[src/rtl/cpc_ga_pkg.sv]
// Shared constants for the Gate Array sync/interrupt slice.
// Holds the default sync timing, the R52 terminal count, the RMR bit positions
// and the widths of the internal counters.
package cpc_ga_pkg;

  // Default sync shaping and interrupt timing
  localparam int unsigned HS_DELAY_DEF  = 2;
  localparam int unsigned HS_WIDTH_DEF  = 4;
  localparam int unsigned VS_DELAY_DEF  = 2;
  localparam int unsigned VS_WIDTH_DEF  = 4;
  localparam int unsigned INT_LINES_DEF = 52;

  // RMR data bit positions
  localparam int unsigned RMR_CLR_BIT  = 4;
  localparam int unsigned RMR_MODE_LSB = 0;

  // Datapath widths
  localparam int unsigned MODE_W = 2;
  localparam int unsigned R52_W  = 6;
  localparam int unsigned HCNT_W = 4;
  localparam int unsigned VCNT_W = 3;

  typedef logic [MODE_W-1:0] mode_t;
  typedef logic [R52_W-1:0]  r52_t;

endpackage

[src/rtl/ga_sync_shaper.sv]
// Generic delay/width pulse shaper.
// A start event clears the step counter and arms the shaper; each step while
// armed advances a saturating counter; a stop event disarms it. The registered
// pulse is high while armed and DELAY <= count < DELAY+WIDTH.
// Ports:
//   clk_i, rst_i   clock, synchronous active-high reset
//   start_i        (re)start the delay count
//   step_i         advance the count by one
//   stop_i         end of the source pulse
//   pulse_o        shaped pulse (registered)
//   delay_hit_o_c  step that brings the count to DELAY (combinational)
module ga_sync_shaper #(
  parameter int unsigned DELAY = 2,
  parameter int unsigned WIDTH = 4,
  parameter int unsigned CNT_W = 4
) (
  input  logic clk_i,
  input  logic rst_i,
  input  logic start_i,
  input  logic step_i,
  input  logic stop_i,
  output logic pulse_o,
  output logic delay_hit_o_c
);

  logic [CNT_W-1:0] cnt_q, cnt_d;
  logic             act_q, act_d;
  logic             pulse_d;

  // Next-state: start beats stop beats step
  always_comb begin
    cnt_d         = cnt_q;
    act_d         = act_q;
    delay_hit_o_c = 1'b0;
    if (start_i) begin
      cnt_d = '0;
      act_d = 1'b1;
    end else if (stop_i) begin
      act_d = 1'b0;
    end else if (step_i && act_q) begin
      if (cnt_q != {CNT_W{1'b1}}) begin
        cnt_d         = cnt_q + CNT_W'(1);
        delay_hit_o_c = (32'(cnt_d) == DELAY);
      end
    end
    pulse_d = act_d && (32'(cnt_d) >= DELAY) && (32'(cnt_d) < (DELAY + WIDTH));
  end

  always_ff @(posedge clk_i) begin
    if (rst_i) begin
      cnt_q   <= '0;
      act_q   <= 1'b0;
      pulse_o <= 1'b0;
    end else begin
      cnt_q   <= cnt_d;
      act_q   <= act_d;
      pulse_o <= pulse_d;
    end
  end

endmodule

[src/rtl/ga_sync_int.sv]
// Gate Array sync and interrupt generator.
// Samples the CRTC syncs on the character enable, shapes the monitor
// HSYNC/VSYNC, runs the 52-line interrupt counter and applies the RMR mode at
// the start of each HSYNC.
// Ports:
//   CLOCK, RESET      clock, synchronous active-high reset
//   CLKEN             character clock enable
//   HSYNC_I, VSYNC_I  CRTC syncs
//   INT_ACK           Z80 interrupt acknowledge pulse
//   RMR_WR, DI        RMR write strobe and data (bit4 clear R52, bits1:0 mode)
//   INT               interrupt request
//   HSYNC_O, VSYNC_O  monitor syncs
//   MODE              active screen mode
//   R52               line counter
module ga_sync_int
  import cpc_ga_pkg::*;
#(
  parameter int unsigned HS_DELAY  = HS_DELAY_DEF,
  parameter int unsigned HS_WIDTH  = HS_WIDTH_DEF,
  parameter int unsigned VS_DELAY  = VS_DELAY_DEF,
  parameter int unsigned VS_WIDTH  = VS_WIDTH_DEF,
  parameter int unsigned INT_LINES = INT_LINES_DEF
) (
  input  logic       CLOCK,
  input  logic       RESET,
  input  logic       CLKEN,
  input  logic       HSYNC_I,
  input  logic       VSYNC_I,
  input  logic       INT_ACK,
  input  logic       RMR_WR,
  input  logic [7:0] DI,
  output logic       INT,
  output logic       HSYNC_O,
  output logic       VSYNC_O,
  output logic [1:0] MODE,
  output logic [5:0] R52
);

  logic  smp_vld_q, hs_q, vs_q;
  logic  hs_rise_c, hs_fall_c, vs_rise_c;
  logic  vs_hit_c, hs_hit_unused;
  logic  rmr_clr_c;
  logic  int_q, int_d, int_set;
  r52_t  r52_q, r52_d, r52_inc;
  mode_t pend_q, pend_d, mode_q, mode_d;

  // Edges only count once a post-reset sample exists, so a sync already high
  // out of reset is ignored until its next rise.
  assign hs_rise_c = CLKEN & smp_vld_q &  HSYNC_I & ~hs_q;
  assign hs_fall_c = CLKEN & smp_vld_q & ~HSYNC_I &  hs_q;
  assign vs_rise_c = CLKEN & smp_vld_q &  VSYNC_I & ~vs_q;
  assign rmr_clr_c = RMR_WR & DI[RMR_CLR_BIT];

  // Monitor HSYNC: counts characters while the CRTC HSYNC is high
  ga_sync_shaper #(
    .DELAY (HS_DELAY),
    .WIDTH (HS_WIDTH),
    .CNT_W (HCNT_W)
  ) u_hs_shaper (
    .clk_i         (CLOCK),
    .rst_i         (RESET),
    .start_i       (hs_rise_c),
    .step_i        (CLKEN & HSYNC_I),
    .stop_i        (CLKEN & ~HSYNC_I),
    .pulse_o       (HSYNC_O),
    .delay_hit_o_c (hs_hit_unused)
  );

  // Monitor VSYNC: counts HSYNC falls while the CRTC VSYNC is high
  ga_sync_shaper #(
    .DELAY (VS_DELAY),
    .WIDTH (VS_WIDTH),
    .CNT_W (VCNT_W)
  ) u_vs_shaper (
    .clk_i         (CLOCK),
    .rst_i         (RESET),
    .start_i       (vs_rise_c),
    .step_i        (hs_fall_c),
    .stop_i        (CLKEN & ~VSYNC_I),
    .pulse_o       (VSYNC_O),
    .delay_hit_o_c (vs_hit_c)
  );

  // R52 / INT / mode next-state; later assignments take priority
  always_comb begin
    r52_d   = r52_q;
    int_set = 1'b0;
    r52_inc = r52_q + R52_W'(1);
    if (hs_fall_c) begin
      if (vs_hit_c) begin
        int_set = (r52_q >= R52_W'(32));
        r52_d   = '0;
      end else if (r52_inc == R52_W'(INT_LINES)) begin
        int_set = 1'b1;
        r52_d   = '0;
      end else begin
        r52_d = r52_inc;
      end
    end
    // A new request in the same cycle as an ack survives the ack
    int_d = (int_q & ~INT_ACK) | int_set;
    if (INT_ACK) begin
      r52_d[R52_W-1] = 1'b0;
    end
    if (rmr_clr_c) begin
      r52_d = '0;
      int_d = 1'b0;
    end
    pend_d = RMR_WR ? DI[RMR_MODE_LSB +: MODE_W] : pend_q;
    mode_d = hs_rise_c ? pend_d : mode_q;
  end

  always_ff @(posedge CLOCK) begin
    if (RESET) begin
      smp_vld_q <= 1'b0;
      hs_q      <= 1'b0;
      vs_q      <= 1'b0;
      int_q     <= 1'b0;
      r52_q     <= '0;
      pend_q    <= '0;
      mode_q    <= '0;
    end else begin
      if (CLKEN) begin
        smp_vld_q <= 1'b1;
        hs_q      <= HSYNC_I;
        vs_q      <= VSYNC_I;
      end
      int_q  <= int_d;
      r52_q  <= r52_d;
      pend_q <= pend_d;
      mode_q <= mode_d;
    end
  end

  assign INT  = int_q;
  assign R52  = r52_q;
  assign MODE = mode_q;

endmodule

[config.mk]
export PLATFORM = sky130hd
export DESIGN_NAME = ga_sync_int
export DESIGN_NICKNAME = d
export VERILOG_FILES = /design/src/rtl/cpc_ga_pkg.sv /design/src/rtl/ga_sync_shaper.sv /design/src/rtl/ga_sync_int.sv
export SDC_FILE = /design/constraint.sdc
export NUM_CORES = 1
export LEC_CHECK = 0
export CORE_ASPECT_RATIO = 1.25
export CORE_MARGIN = 2
export CORE_UTILIZATION = 35
export CTS_CLUSTER_DIAMETER = 120
export DETAILED_ROUTE_END_ITERATION = 6
export PLACE_DENSITY = 0.71
export SLEW_MARGIN = 10
export SYNTH_ARGS = -nofsm -noshare
export SYNTH_HDL_FRONTEND = slang
export SYNTH_SLANG_ARGS = --single-unit
[constraint.sdc]
create_clock -name CLOCK -period 1.7 [get_ports CLOCK]
set_input_delay 0.34 -clock CLOCK [delete_from_list [all_inputs] [get_ports CLOCK]]
set_output_delay 0.34 -clock CLOCK [all_outputs]
set_load 0.02 [all_outputs]
==> results.json, run 1 <==
{
  "status": "complete, no violations",
  "holdCritPathClass": "flip-flop to flip-flop",
  "power_density_nw_per_um2": 621,
  "drive_gt1_frac": 0.249,
  "crit_path_start_kind": "flip-flop",
  "ys_types": 37,
  "skew_ps": 3.28,
  "crit_fanout": 4,
  "leakagePower_nw": 0.746,
  "rsz0062_at_grt": "false",
  "die_area_um2": 4010,
  "synthXorXnorAreaFrac": 0.0640,
  "drt_iter0_markers": 13,
  "worstHoldPathCells": 1,
  "worst_slew_pin_slew_ps": 455,
  "grt_max_degree": 17,
  "ys_ff_latch": 25,
  "synth.area.mux_share": 0.0579,
  "fp.dieW_um": 57.1,
  "drc": 0,
  "wl_per_cell_um": 12.0,
  "clock_latency_ps": 270,
  "cts_max_level": 1,
  "cp_top_family": "buffers and inverters",
  "dpl.hpwl_um": 1990,
  "core_area_um2": 3420,
  "grt_overflow": 0,
  "synthCells": 133,
  "post_synth_fa_ha_maj_area_fraction": 0.0711,
  "numCtsBuffers": 3,
  "vias_per_cell": 5.03,
  "required_ps": 1360,
  "initial_core_util": 0.360,
  "ant_nets": 0,
  "wirelength_um": 2540,
  "grt_pass1_wl_um": 4460,
  "ir_drop_mv": 0.454,
  "cts_tree": "yes",
  "portBuffers": 20,
  "crit_chain": "clkdlybuf4s50_1",
  "worstReg2RegEnd": "u_vs_shaper.pulse_o$_SDFF_PP0_",
  "r2r-start": "u_vs_shaper.cnt_q[1]$_SDFF_PP0_",
  "vias": 1066,
  "crit_buf_inv": 1,
  "cts-root-buf": "clkbuf_8",
  "fmax_mhz": 611,
  "utilization": 0.502,
  "slew_viol_final": 0,
  "dieHeight_um": 70.3,
  "postCtsHoldBufs": 0,
  "cts_sinks": 25,
  "diodes": 0,
  "track_usage": 0.135,
  "grt_pass1_vias": 1097,
  "synth_compound_area_frac": 0.0884,
  "synth_area_um2": 1230,
  "worst-path-stages": 1,
  "cts_buffer_depth": 2,
  "path_class": "flip-flop to output port",
  "pre_cts_ws_ps": -265,
  "stdcell_area_um2": 1720,
  "drv_cap": 0,
  "syn_area_per_cell_um2": 9.26,
  "layout.nets": 196,
  "r2r_cells": 7,
  "area_delta_synth_final_pct": 39.6,
  "synthesis.nets": 155,
  "hold_end": "MODE[1]$_SDFFE_PP0N_",
  "slowest_stage": "clkdlybuf4s50_1",
  "rows": 24,
  "finalWeightedCongestion": 0.763,
  "yosys_warnings": 0,
  "slew_headroom": 0.692,
  "cp_slowest_stage_delay_ps": 630,
  "rrSetupSlack_ps": 100,
  "seq_area_frac_synth": 0.407,
  "crit_path_end_kind": "output port",
  "min_period_over_period": 0.962,
  "clk_pin_slew_ps": 90,
  "synth_top_family_by_area": "simple AND/OR/NAND/NOR gates",
  "min_from": "MODE[1]$_SDFFE_PP0N_",
  "drtPass1Iterations": 5,
  "antenna_found_initial": 0,
  "synthSimpleGateAreaFrac": 0.269,
  "final_hold_viol_count": 0,
  "io_pins": 26,
  "fin_crit_ps": 1640,
  "crit_arrival_ps": 1300,
  "place_area_um2": 1600,
  "setup_viol": 0,
  "worst_slack_ps": 64.2
}
==> cell type report <==
type / count / area (µm²)
Fill cell: 338 / 1700
Multi-Input combinational cell: 97 / 727
Sequential cell: 25 / 503
Timing Repair Buffer: 40 / 365
Tap cell: 39 / 48.8
Clock buffer: 3 / 41.3
Inverter: 7 / 26.3
Clock inverter: 1 / 7.51
==> cell usage in the layout, fill, tap and decap left out, types with 2 or more instances in the layout <==
master / netlist / routed
o21ai_0: 4 / 4
nand4_1: 3 / 3
o22a_1: 2 / 2
dfxtp_1: 25 / 23
clkdlybuf4s50_1: 0 / 14
mux2i_1: 6 / 6
nand4b_1: 2 / 2
nor3_1: 5 / 5
dlymetal6s2s_1: 0 / 6
nor3b_2: 2 / 2
ha_4: 0 / 3
nor3_2: 2 / 2
a21oi_1: 3 / 2
nand3_1: 6 / 6
ha_1: 7 / 4
xnor2_1: 5 / 5
nor2b_1: 3 / 3
a21oi_2: 1 / 2
inv_1: 7 / 6
dfxtp_2: 0 / 2
nor3b_1: 2 / 2
xor2_1: 4 / 4
buf_4: 1 / 20
nand2_1: 7 / 6
nor2_1: 19 / 18
clkbuf_8: 0 / 3
==> synthesized netlist by cell type, drive strengths merged <==
cell type / count / area share
nand2: 7 / 0.021
a21oi: 4 / 0.019
nor3b: 4 / 0.033
or2: 1 / 0.0051
or3: 1 / 0.0051
o22a: 2 / 0.014
nor2b: 3 / 0.015
a41o: 1 / 0.0081
xnor2: 5 / 0.036
nand3: 7 / 0.033
nand4: 3 / 0.015
inv: 7 / 0.021
a32oi: 1 / 0.0071
o21ai: 4 / 0.016
buf: 2 / 0.015
mux2: 1 / 0.0091
nor2: 19 / 0.058
nand2b: 1 / 0.0051
clkbuf: 2 / 0.0061
o311ai: 1 / 0.0071
a31oi: 1 / 0.010
ha: 7 / 0.071
xor2: 4 / 0.028
and3: 1 / 0.0051
nor3: 7 / 0.037
dfxtp: 25 / 0.41
and4bb: 1 / 0.010
nand4b: 2 / 0.014
mux2i: 6 / 0.049
a21o: 1 / 0.0061
nand3b: 1 / 0.0061
nor4b: 1 / 0.0071
==> state kept, by name, indices dropped and copies added (netlist names) <==
signal	cells
u_hs_shaper.cnt_q	4
R52	6
hs_q	1
u_vs_shaper.pulse_o	1
vs_q	1
INT	1
MODE	2
u_hs_shaper.act_q	1
pend_q	2
u_hs_shaper.pulse_o	1
smp_vld_q	1
u_vs_shaper.act_q	1
u_vs_shaper.cnt_q	3
==> layer usage <==
layer	vias up	part of all wire	GRT usage	routed length, µm
li1	543	-	-	-
met1	508	0.43	0.149	1080
met2	15	0.54	0.252	1360
met3	0	0.038	0.0296	97
met4	0	0	0.0413	0
met5	-	0	0	0
==> cells by family after synthesis <==
group | after synthesis
compound gates | 15
simple gates | 59
flops | 25
fa+ha+maj | 7
buf+inv | 11
mux | 7
xor+xnor | 9
==> how the worst max path moves through the flow <==
stage | from | to | slack [ps]
floorplan | u_vs_shaper.cnt_q[0]$_SDFF_PP0_ | u_vs_shaper.pulse_o$_SDFF_PP0_ | 120
CTS | R52[3]$_SDFFE_PP0N_ | R52[3] | 10
finish | R52[5]$_SDFFE_PP0N_ | R52[5] | 60
global route | u_vs_shaper.cnt_q[1]$_SDFF_PP0_ | INT$_SDFF_PP0_ | 4
global placement | CLKEN | u_hs_shaper.pulse_o$_SDFF_PP0_ | -230
detailed placement | CLKEN | u_hs_shaper.pulse_o$_SDFF_PP0_ | -260
==> through the flow <==
| stage | TNS [ps] | total power [mW] | hold slack [ps] | std cells |
|---|---|---|---|---|
| 2_1_floorplan | 0 | 0.670 | 410 | 133 |
| 3_3_place_gp | -1950 | 0.720 | 471 | 207 |
| 3_5_place_dp | -2280 | 0.723 | 475 | 207 |
| 4_1_cts | 0 | 1.08 | 498 | 211 |
| 5_1_grt | 0 | 1.12 | 532 | 212 |
| 6_report | 0 | 1.07 | 494 | 212 |
==> power breakdown <==
group          switching, mW  internal (mW)  leakage, nW
Clock                  0.192          0.166       0.0217
Sequential            0.0102          0.598        0.204
Combinational         0.0469         0.0555        0.521
Total                  0.249          0.819        0.746
==> timing repair <==
item                       in CTS  in global routing
pin swaps                       0                  7
cloned                          0                  0
gates resized for setup         1                 18
setup endpoints to repair       4                 14
buffers inserted                0                  1
Note: power is estimated with default switching activity, not from simulation.
==> run 2: changes to the inputs <==
Settings changed: CORE_UTILIZATION 35 to 45, PLACE_DENSITY 0.71 to 0.85.
==> run 2 against run 1 <==
Utilization is 12 points higher. Non-clock buffer count is 1 higher. Via count is 5.0% higher. Cell area is 3.6% lower. Wire length is 6.7% higher. Maximum frequency is 0.99% lower. Clock skew is 3.2 ps higher. Die area is 21% lower. Count of clock-buffer cells in the layout stayed put. Register-to-register slack worse by 50 ps. Total power is 7.3% lower. Critical endpoint is now R52[4]$_SDFFE_PP0N_. Global-route usage is 5.0 points higher.
==> results.json, run 2 (synthesis gave the netlist of run 1 again) <==
{
  "fmax_mhz": 605,
  "grt_max_degree": 17,
  "power.internal_mw": 0.747,
  "status": "complete, no violations",
  "required_ps": 1930,
  "final_cells": 208,
  "postCtsHoldBufs": 0,
  "r2r-start": "u_vs_shaper.cnt_q[0]$_SDFF_PP0_",
  "startpoint": "u_vs_shaper.cnt_q[0]$_SDFF_PP0_",
  "pwr-share-seq": 0.615,
  "grt_pass1_wl_um": 4680,
  "dieHeight_um": 62.5,
  "drtPass1Iterations": 4,
  "vias_per_cell": 5.38,
  "tns_ps": 0,
  "clock_latency_ps": 330,
  "cts-root-buf": "clkbuf_4",
  "dpl.hpwl_um": 2060,
  "power_frac_comb": 0.108,
  "worst_slack_ps": 47.8,
  "final-seq-area_um2": 503,
  "min_period_over_period": 0.972,
  "io_pins": 26,
  "area_delta_synth_final_pct": 34.7,
  "cts_max_level": 1,
  "netSwitchingFraction": 0.246,
  "nFillCells": 212,
  "drv_cap": 0,
  "crit_path_start_kind": "flip-flop",
  "finalWeightedCongestion": 0.907,
  "min_from": "INT$_SDFF_PP0_",
  "antenna_found_initial": 0,
  "slew_headroom": 0.788,
  "grt_overflow": 0,
  "holdCritPathClass": "flip-flop to flip-flop",
  "pre_cts_ws_ps": -312,
  "slew_viol_final": 0,
  "drive_gt1_frac": 0.230,
  "rows": 21,
  "ir_drop_mv": 0.392,
  "vias": 1119,
  "setup_viol": 0,
  "dp.cells": 204,
  "fp.dieW_um": 50.8,
  "wirelength_um": 2710,
  "cp_slowest_stage_delay_ps": 360,
  "fin_crit_ps": 1650,
  "numCtsBuffers": 3,
  "crit_path_end_kind": "flip-flop",
  "final_cell_mix": "dfxtp_1 (23), buf_4 (21), nor2_1 (18)",
  "crit_buf_inv": 0,
  "cts_buffer_depth": 2,
  "slowest_stage": "dfxtp_2",
  "core_area_um2": 2650,
  "grt_pass1_vias": 1093,
  "cts_sinks": 25,
  "clk_pin_slew_ps": 140,
  "crit_chain": "ha_4, ha_1, and4bb_2, nand4_1, a21oi_1, or2_4, nor2_1",
  "layout.nets": 197,
  "skew_ps": 6.44,
  "leakagePower_nw": 0.689,
  "ant_nets": 0,
  "final_hold_viol_count": 0,
  "die_area_um2": 3170,
  "layout_commonest_cell": "dfxtp_1",
  "power_density_nw_per_um2": 597,
  "wl_per_cell_um": 13.0,
  "drt_iter0_markers": 19,
  "p_clk_frac": 0.277,
  "multi_input_area_um2": 703,
  "largest_reg_flops": 6,
  "track_usage": 0.185,
  "crit_fanout": 4,
  "rsz0062_at_grt": "true",
  "initial_core_util": 0.464,
  "crit_arrival_ps": 1890,
  "diodes": 0,
  "power.switching_mw": 0.243,
  "portBuffers": 20,
  "cts_tree": "yes",
  "drc": 0,
  "cp_top_family": "simple AND/OR/NAND/NOR gates",
  "path_class": "flip-flop to flip-flop",
  "worst_slew_pin_slew_ps": 318
}
==> run 2: cell types whose count changed in the layout (fill, tap and decap cells not counted), sizes merged <==
cell | before | now
dlymetal6s2s | 6 | 1
clkdlybuf4s50 | 14 | 13
dlygate4sd2 | 0 | 6
buf | 20 | 21
==> run 2: per-layer routing <==
| layer | global-route usage | wire [µm] | vias to the layer above |
|---|---|---|---|
| li1 | - | - | 544 |
| met1 | 0.213 | 1130 | 539 |
| met2 | 0.340 | 1440 | 25 |
| met3 | 0.0215 | 77 | 11 |
| met4 | 0.0709 | 72 | 0 |
| met5 | 0 | 0 | - |
==> run 2: worst min-delay path, cell delays in order (launching register included) <==
cell and delay [ps]:
dfxtp_1 350, a32oi_1 50, nor2_1 70
==> run 2: path summary, 6_finish.rpt <==
path                              end  slack [ps]  cells after the start
setup / recovery  R52[4]$_SDFFE_PP0N_          50                      7
hold / removal         INT$_SDFF_PP0_         500                      2
setup reg to reg  R52[4]$_SDFFE_PP0N_          50                      7
hold reg to reg        INT$_SDFF_PP0_         500                      2
==> run 2: repair_timing <==
action                     in CTS  in global routing
setup buffers                   0                  0
resized for setup              10                  5
setup endpoints to repair      12                  6
cloned                          0                  0
pin swaps                       5                  3
==> run 2: cell type report <==
cell class | count | share of cell area
inverter | 7 | 0.0158
multi-input combinational | 97 | 0.424
sequential | 25 | 0.303
clock inverter | 1 | 0.00453
clock buffer | 3 | 0.0136
tap | 34 | 0.0257
timing repair buffer | 41 | 0.213
==> run 2: stage by stage <==
stage / cell area [µm²] / util / hold WS, ps / total power [mW]
after CTS: 1640 / 0.619 / 503 / 1.00
final: 1660 / 0.625 / 497 / 0.990
after detailed placement: 1610 / 0.605 / 470 / 0.726
after floorplan: 1230 / - / 410 / 0.670
after global placement: 1610 / 0.605 / 467 / 0.723
after global routing: 1660 / 0.625 / 521 / 1.04
==> run 2: power by group through the flow <==
| stage | logic [mW] | registers, mW | clock network, mW |
|---|---|---|---|
| floorplan | 0.0477 | 0.623 | 0 |
| global placement | 0.102 | 0.621 | 0 |
| detailed placement | 0.105 | 0.622 | 0 |
| CTS | 0.105 | 0.609 | 0.288 |
| global route | 0.116 | 0.611 | 0.314 |
| finish | 0.107 | 0.609 | 0.274 |
==> run 3: changes to the inputs <==
Settings changed: CORE_UTILIZATION 45 to 58, CTS_BUF_LIST from default to sky130_fd_sc_hd__clkbuf_8, DONT_BUFFER_PORTS from default to 1, PLACE_DENSITY 0.85 to 0.86.
==> run 3 against run 2 <==
Worst setup slack lost 16 ps. Sequential share of layout area grew 6.2 points. Highest routed layer unchanged. First-iteration DRC count shrank 5.3%. Wire length shrank 11%. Cell area shrank 17%. Critical path depth is the same.
==> results.json, run 3 (synthesis gave the netlist of run 1 again) <==
{
  "status": "complete, no violations",
  "place_area_um2": 1270,
  "stdcell_area_um2": 1380,
  "cp_top_family": "simple AND/OR/NAND/NOR gates",
  "antenna_found_initial": 0,
  "ant_nets": 0,
  "rows": 18,
  "numCtsBuffers": 3,
  "dieHeight_um": 55.5,
  "fmax_mhz": 599,
  "worst_slack_ps": 31.5,
  "grt_pass1_wl_um": 3970,
  "cts_sinks": 25,
  "slew_headroom": 0.578,
  "slew_viol_final": 0,
  "clock_latency_ps": 270,
  "min_period_over_period": 0.981,
  "grt_overflow": 0,
  "power_density_nw_per_um2": 718,
  "wl_met2_um": 1320,
  "grt_max_degree": 18,
  "crit_path_start_kind": "flip-flop",
  "tns_ps": 0,
  "largest_reg_flops": 6,
  "grt_pass1_vias": 974,
  "crit_fanout": 4,
  "hold_ws_ps": 126,
  "skew_ps": 2.77,
  "wirelength_um": 2420,
  "met1_length_um": 961,
  "cts_tree": "yes",
  "worst_slew_pin_slew_ps": 631,
  "fp.dieW_um": 45.2,
  "utilization": 0.698,
  "leakagePower_nw": 0.523,
  "rsz0062_at_grt": "true",
  "crit_chain": "ha_4, ha_4, and4bb_2, a21oi_2, nor3b_4, xnor2_1, nor3_2",
  "fin_crit_ps": 1670,
  "vias": 956,
  "area_delta_synth_final_pct": 12.3,
  "track_usage": 0.207,
  "power_mw": 0.992,
  "drive_gt1_frac": 0.200,
  "core_area_um2": 1980,
  "setup_viol": 0,
  "postCtsHoldBufs": 0,
  "clk_pin_slew_ps": 80,
  "pwr-share-seq": 0.615,
  "finalWeightedCongestion": 0.745,
  "layout.nets": 163,
  "layout_commonest_cell": "dfxtp_1",
  "drtPass1Iterations": 4,
  "dp.cells": 154,
  "crit_arrival_ps": 1830,
  "diodes": 0,
  "path_class": "flip-flop to flip-flop",
  "final_cells": 160,
  "crit_path_end_kind": "flip-flop",
  "cp_slowest_stage_delay_ps": 370,
  "slowest_stage": "dfxtp_4",
  "cts_max_level": 1,
  "io_pins": 26,
  "drt_iter0_markers": 18,
  "crit_buf_inv": 0,
  "wl_per_cell_um": 15.1,
  "dpl.hpwl_um": 1730,
  "die_area_um2": 2510,
  "drc": 0,
  "required_ps": 1860,
  "pre_cts_ws_ps": -2.91,
  "portBuffers": 0,
  "met3WireLength_um": 83,
  "power_frac_comb": 0.043,
  "holdCritPathClass": "input pin to flip-flop",
  "initial_core_util": 0.621,
  "netSwitchingFraction": 0.216,
  "top_layer_used": "met4",
  "ir_drop_mv": 0.633,
  "vias_per_cell": 5.98,
  "p_clk_frac": 0.342,
  "nFillCells": 155,
  "crit_path_frequent_cell": "ha_4",
  "power.switching_mw": 0.214,
  "final_hold_viol_count": 0,
  "power.internal_mw": 0.778,
  "drv_cap": 0,
  "final_cell_mix": "dfxtp_1 (23), nor2_1 (19), inv_1 (8)",
  "cts-root-buf": "clkbuf_8",
  "cts_buffer_depth": 2
}
## run 3: changes by cell type in the layout (fill, tap and decap cells not counted), moves of 3 or more
cell | previous run | this run
buf_4 | 21 | 7
clkbuf_4 | 3 | 0
clkbuf_8 | 0 | 3
clkdlybuf4s50_1 | 13 | 0
dlygate4sd2_1 | 6 | 0
## run 3: what timing repair did
item / 4_1_cts / 5_1_grt
endpoints found under the setup margin: 4 / 9
cloned: 0 / 0
pin swaps: 3 / 5
buffers inserted: 1 / 1
resized for setup: 0 / 14
endpoints found under the hold margin: 0 / 0
## run 3: worst paths after layout
check        depth (start not counted)  slack [ps]                       startpoint                              to
max reg2reg                          7          30  u_vs_shaper.cnt_q[1]$_SDFF_PP0_  u_vs_shaper.pulse_o$_SDFF_PP0_
max                                  7          30  u_vs_shaper.cnt_q[1]$_SDFF_PP0_  u_vs_shaper.pulse_o$_SDFF_PP0_
min                                  1         130                          INT_ACK             R52[5]$_SDFFE_PP0N_
min reg2reg                          2         530             pend_q[1]$_SDFF_PP0_            pend_q[1]$_SDFF_PP0_
## run 3: worst register-to-register path: stages (launching register included)
cell and delay, ps:
dfxtp_4 370, ha_4 170, ha_4 150, and4bb_2 360, a21oi_2 100, nor3b_4 210
xnor2_1 160, nor3_2 50
## run 3: cell type report
cell class | instances | area [µm²] | share of cell area
Inverter | 7 | 26.3 | 0.0190
Timing Repair Buffer | 7 | 52.6 | 0.0380
Multi-Input combinational cell | 97 | 728 | 0.527
Sequential cell | 25 | 505 | 0.366
Clock inverter | 1 | 3.75 | 0.00271
Tap cell | 20 | 25.0 | 0.0181
Clock buffer | 3 | 41.3 | 0.0299
## run 3: metal layers
layer  vias up  global-route usage
met5         -                   0
met4         0              0.0924
met3         7              0.0392
met2        18               0.361
met1       455               0.230
li1        476                   -
## run 3: power groups by stage
stage / Clock [mW] / Sequential (mW) / Combinational, mW
6_report: 0.339 / 0.610 / 0.0431
5_1_grt: 0.374 / 0.612 / 0.0480
4_1_cts: 0.346 / 0.612 / 0.0405
3_5_place_dp: 0 / 0.626 / 0.0405
3_3_place_gp: 0 / 0.625 / 0.0387
2_1_floorplan: 0 / 0.623 / 0.0477
